<file path="config.mk">
export PLATFORM = sky130hd
export DESIGN_NAME = serial_rx8
export DESIGN_NICKNAME = d
export VERILOG_FILES = /design/src/rtl/serial_rx8_pkg.sv /design/src/rtl/serial_rx8_rx_out_buffer.sv /design/src/rtl/serial_rx8.sv
export SDC_FILE = /design/constraint.sdc
export NUM_CORES = 1
export LEC_CHECK = 0
export CORE_MARGIN = 5
export CORE_UTILIZATION = 49
export CTS_CLUSTER_DIAMETER = 40
export DETAILED_ROUTE_END_ITERATION = 8
export PLACE_DENSITY = 0.76
export SYNTH_ARGS = -nofsm -noshare
export SYNTH_HDL_FRONTEND = slang
export SYNTH_SLANG_ARGS = --single-unit
</file>
<file path="constraint.sdc">
create_clock -name clk -period 2.1 [get_ports clk]
set_input_delay 0.42 -clock clk [delete_from_list [all_inputs] [get_ports clk]]
set_output_delay 0.42 -clock clk [all_outputs]
set_load 0.01 [all_outputs]
</file>
<file path="src/rtl/serial_rx8_pkg.sv">
// Shared definitions for the serial receiver: state encoding, default width, counter sizing.
// No logic; constants and a sizing helper only.
// Not applicable: no flow control lives here.
package serial_rx8_pkg;

  typedef enum logic {
    IDLE  = 1'b0,
    SHIFT = 1'b1
  } state_t;

  localparam int DEFAULT_DATA_W = 8;

  function automatic int cnt_width(input int data_w);
    return $clog2(data_w);
  endfunction

  localparam int DEFAULT_CNT_W = cnt_width(DEFAULT_DATA_W);

endpackage

</file>
<file path="src/rtl/serial_rx8_rx_out_buffer.sv">
// One-entry valid/ready holding register for assembled words, with overrun pulse.
// Latency: load visible one cycle after the loading falling edge.
// Backpressure: a full, unconsumed entry drops the new word and pulses overrun.
module rx_out_buffer #(
  parameter int DATA_W = 8
) (
  input  logic              clk,
  input  logic              reset,
  input  logic              load_vld,
  input  logic [DATA_W-1:0] load_dat,
  input  logic              out_ready,
  output logic [DATA_W-1:0] par_out,
  output logic              out_valid,
  output logic              overrun
);

  always_ff @(negedge clk or negedge reset) begin
    if (!reset) begin
      par_out   <= '0;
      out_valid <= 1'b0;
      overrun   <= 1'b0;
    end else begin
      overrun <= 1'b0;
      if (load_vld) begin
        // A consume on the same edge frees the slot for the incoming word.
        if (!out_valid || out_ready) begin
          par_out   <= load_dat;
          out_valid <= 1'b1;
        end else begin
          overrun <= 1'b1;
        end
      end else if (out_ready) begin
        out_valid <= 1'b0;
      end
    end
  end

endmodule

</file>
<file path="src/rtl/serial_rx8.sv">
// Serial-to-parallel receiver: framed bit stream in, DATA_W-bit word out via one-entry buffer.
// Latency: word visible the cycle after the falling edge that samples its last bit.
// Backpressure: none on the serial side; a full buffer drops the new word and pulses overrun.
module serial_rx8
  import serial_rx8_pkg::*;
#(
  parameter int DATA_W    = DEFAULT_DATA_W,
  parameter bit LSB_FIRST = 1'b1
) (
  input  logic              clk,
  input  logic              reset,
  input  logic              sin,
  input  logic              sframe,
  input  logic              out_ready,
  output logic [DATA_W-1:0] par_out,
  output logic              out_valid,
  output logic              busy,
  output logic              frame_err,
  output logic              overrun
);

  localparam int CNT_W = cnt_width(DATA_W);

  state_t             state;
  logic [CNT_W-1:0]   cnt;
  logic [DATA_W-1:0]  shreg;
  logic [DATA_W-1:0]  shifted;
  logic [DATA_W-1:0]  shifted_fresh;
  logic               last_bit;
  logic               load_vld;

  function automatic logic [DATA_W-1:0] shift_in(input logic [DATA_W-1:0] cur, input logic b);
    if (LSB_FIRST) return {b, cur[DATA_W-1:1]};
    else           return {cur[DATA_W-2:0], b};
  endfunction

  assign shifted       = shift_in(shreg, sin);
  assign shifted_fresh = shift_in('0, sin);
  assign last_bit      = (cnt == CNT_W'(DATA_W - 1));
  assign load_vld      = (state == SHIFT) && last_bit;
  assign busy          = (state == SHIFT);

  always_ff @(negedge clk or negedge reset) begin
    if (!reset) begin
      state     <= IDLE;
      cnt       <= '0;
      shreg     <= '0;
      frame_err <= 1'b0;
    end else begin
      frame_err <= 1'b0;
      case (state)
        IDLE: begin
          if (sframe) begin
            shreg <= shifted_fresh;
            cnt   <= CNT_W'(1);
            state <= SHIFT;
          end
        end
        SHIFT: begin
          // The completing bit belongs to the old frame even if sframe is high.
          if (last_bit) begin
            shreg <= shifted;
            cnt   <= '0;
            state <= IDLE;
          end else if (sframe) begin
            frame_err <= 1'b1;
            shreg     <= shifted_fresh;
            cnt       <= CNT_W'(1);
          end else begin
            shreg <= shifted;
            cnt   <= cnt + CNT_W'(1);
          end
        end
        default: state <= IDLE;
      endcase
    end
  end

  rx_out_buffer #(
    .DATA_W (DATA_W)
  ) u_out_buffer (
    .clk       (clk),
    .reset     (reset),
    .load_vld  (load_vld),
    .load_dat  (shifted),
    .out_ready (out_ready),
    .par_out   (par_out),
    .out_valid (out_valid),
    .overrun   (overrun)
  );

endmodule

</file>
==> impl_metrics.json <==
{
  "worst_ep_required_time_ns": 1.68,
  "critical_path.startpoint": "u_out_buffer.par_out[0]",
  "place_hpwl_um": 1211,
  "fp-row-count": 15,
  "yosys_warnings": 0,
  "violations": "setup timing",
  "synth_top_cells_by_count": "sky130_fd_sc_hd__dfrtn_1, sky130_fd_sc_hd__mux2_4, sky130_fd_sc_hd__a32o_1",
  "tightestPinTransition_ns": 0.1848,
  "avgSynthCellArea_sq_um": 15.01,
  "synth_fp_nets": 69,
  "critPathCapture": "par_out[0]",
  "crit_type": "register to output port",
  "critPathSlowestCell": "sky130_fd_sc_hd__dfrtn_1",
  "postLayoutSetupSlackWorst_ns": -0.2253,
  "gp_routability_congestion": 0.7092,
  "core_area_sq_mm": 0.001745,
  "critPathCaptureType": "output port",
  "postCtsHoldBufs": 0,
  "synth.mux.area_fraction": 0.1544,
  "synthDominantAreaCellType": "sky130_fd_sc_hd__dfrtn_1",
  "synth-adder-area-share": 0.04098,
  "fin_worst_hold_slack_ns": 0.4541,
  "area_growth_syn_to_layout_pct": 37.84,
  "wire_per_inst_um": 13.64,
  "synth-seq-cells": 22,
  "timing_max_transition_violations_final": 0,
  "dominant_combinational_cell_family_by_area_after_synthesis": "multiplexers",
  "max_cap_viol_count": 0,
  "hold_class": "register to register",
  "fin_area_sq_mm": 0.001262,
  "worstSetupPathDepth": 1,
  "cp_data_arrival_time_ns": 1.91,
  "synth_top_cells_by_area": "sky130_fd_sc_hd__dfrtn_1, sky130_fd_sc_hd__mux2_4, sky130_fd_sc_hd__a32o_1, sky130_fd_sc_hd__ha_1, sky130_fd_sc_hd__nand2b_1",
  "die_height_um": 53.24,
  "drc_errors": 0,
  "netlist_instances": 61,
  "total_nets_final": 107,
  "run_status": "finished with violations",
  "start_kind": "register",
  "cts_tree": "yes",
  "fp.dieArea_sq_mm": 0.002834,
  "utilization": 0.7233,
  "critPathTopFamily": "flip-flops",
  "worst_reg2reg_startpoint": "cnt[0]",
  "detail-route-antenna-nets": 0,
  "rsz_0062_raised_after_global_routing": "yes",
  "drt_iter0_markers": 5,
  "max_stage_delay_on_crit_path_ns": 0.43,
  "post_synth_xor_area_fraction": 0,
  "synthSimpleGateAreaFrac": 0.09153,
  "synth_cell_type_count": 19,
  "hold_viol": 0,
  "die_w_um": 53.24,
  "rr_worst_depth": 6,
  "cts_buffers": 3,
  "grt_antenna_before_repair": 0,
  "clock_path_buffers": 2,
  "overflow": 0,
  "power_density_mw_per_mm2": 1052,
  "clk-insertion-delay-late_ns": 0.30,
  "instances_no_fill": 123,
  "cts.reportedPaths.clkPinSlew_ns": 0.08,
  "synthDominantCellAreaShare": 0.6011,
  "synth-edff-count": 0,
  "grt_pass1_vias": 621,
  "setup_viol_count_final": 13,
  "initial_core_util": 0.5247,
  "cts_root_buf": "sky130_fd_sc_hd__clkbuf_4",
  "cts.sinks": 22,
  "grt_max_degree": 23,
  "ordered_list_of_cells_on_the_worst_path": "buf_2",
  "synth_most_common_cell": "sky130_fd_sc_hd__dfrtn_1",
  "crit_buf_inv": 1,
  "grtUsageTotal": 0.1346,
  "power.ir.vdd_worst_uv": 623.5,
  "diodes": 0,
  "final.setup_skew_ns": 0.002143,
  "grt_pass1_wl_um": 2704,
  "post_route_cells_drive_above_1_share": 0.5000,
  "drt-vias-per-instance": 4.862,
  "route.final.wire_length_um": 1678,
  "ioPinCount": 17,
  "worst_slack_after_detailed_placement_ns": -0.7138,
  "syn-cell-area_sq_um": 915.9,
  "total_leakage_power_nw": 0.6556,
  "ctsHtreeMaxLevel": 1,
  "seq_area_frac_synth": 0.6011,
  "io_buffer_count": 16,
  "dpl_cell_area_sq_mm": 0.001211,
  "cp_max_fo": 2,
  "vias": 598,
  "timing.reg2reg.setup_slack_ns": 0.38,
  "detail_route.first_pass.iterations": 4,
  "synth-compound-area-share": 0.09016,
  "async_reset_ff_frac": 1.000,
  "relSlewSlack": 0.8768,
  "post_placement_cell_count": 112,
  "timing.rr.end": "u_out_buffer.par_out[7]",
  "synth_ff_type": "sky130_fd_sc_hd__dfrtn_1"
}
==> logic make-up after synthesis <==
logic type / after synthesis
buffers and inverters: 3
AO/OA/AOI/OAI: 10
multiplexers: 10
flip-flops: 22
adder cells (fa/ha/maj): 3
AND/OR/NAND/NOR: 13
==> flip-flops by register name, summed over array words and instances (netlist names) <==
register and count:
u_out_buffer.out_valid 1, frame_err 1, cnt 3, u_out_buffer.overrun 1, busy 1, shreg 7, u_out_buffer.par_out 8
==> where the power goes <==
group | total [W] | switching [W] | internal (W)
Clock | 0.000226 | 0.000120 | 0.000106
Combinational | 0.000502 | 0.000192 | 0.000310
Sequential | 0.000600 | 0.0000649 | 0.000535
==> area by class of cell <==
class | count | area [sq um]
timing repair buffer | 35 | 280.3
sequential | 22 | 550.5
multi-input combinational | 36 | 360.3
inverter | 1 | 3.754
tap | 25 | 31.28
clock buffer | 4 | 36.28
fill | 127 | 483.0
==> worst min path at each step <==
stage | from | end | slack, ns | depth (start not counted)
global placement | shreg[1] | shreg[1] | 0.44 | 1
floorplan | shreg[1] | shreg[1] | 0.43 | 1
global route | shreg[1] | u_out_buffer.par_out[0] | 0.47 | 1
CTS | shreg[1] | shreg[1] | 0.45 | 1
finish | shreg[1] | shreg[1] | 0.45 | 1
detailed placement | shreg[1] | shreg[1] | 0.45 | 1
==> per-stage QoR <==
step	TNS, ns	total power (W)
CTS	-2.648	0.001279
floorplan	-1.790	0.0008541
global placement	-14.07	0.001086
global route	-2.999	0.001416
detailed placement	-14.56	0.001106
finish	-2.489	0.001328
==> timing repair <==
action,CTS,global route
setup endpoints to repair,28,13
setup buffers,2,6
gates resized for setup,54,3
pin swaps,0,0
==> per-layer routing <==
metal	GRT usage	wire [um]
met1	0.1436	706
met2	0.2469	897
met3	0.02817	56
met4	0.06383	17
met5	0	0
==> cell usage in the layout (no fill, tap or decap) <==
master                            netlist  final
sky130_fd_sc_hd__a21o_1                 1      1
sky130_fd_sc_hd__a21oi_1                3      3
sky130_fd_sc_hd__a32o_1                 6      6
sky130_fd_sc_hd__buf_12                 0      2
sky130_fd_sc_hd__buf_2                  1     10
sky130_fd_sc_hd__buf_4                  0     17
sky130_fd_sc_hd__buf_6                  1      3
sky130_fd_sc_hd__clkbuf_4               0      3
sky130_fd_sc_hd__clkbuf_8               0      1
sky130_fd_sc_hd__clkdlybuf4s50_1        0      2
sky130_fd_sc_hd__dfrtn_1               22     22
sky130_fd_sc_hd__dlygate4sd2_1          0      1
sky130_fd_sc_hd__ha_1                   3      3
sky130_fd_sc_hd__inv_1                  1      1
sky130_fd_sc_hd__mux2_2                 1      1
sky130_fd_sc_hd__mux2_4                 8      8
sky130_fd_sc_hd__mux2i_1                1      1
sky130_fd_sc_hd__nand2_1                2      2
sky130_fd_sc_hd__nand2b_1               3      2
sky130_fd_sc_hd__nand2b_4               1      2
sky130_fd_sc_hd__nand3b_1               2      2
sky130_fd_sc_hd__nor2_1                 2      1
sky130_fd_sc_hd__nor2_2                 0      1
sky130_fd_sc_hd__nor2b_4                0      1
sky130_fd_sc_hd__nor3_1                 1      1
sky130_fd_sc_hd__nor3b_1                1      1
No activity file was read; power rests on OpenSTA's default activity.
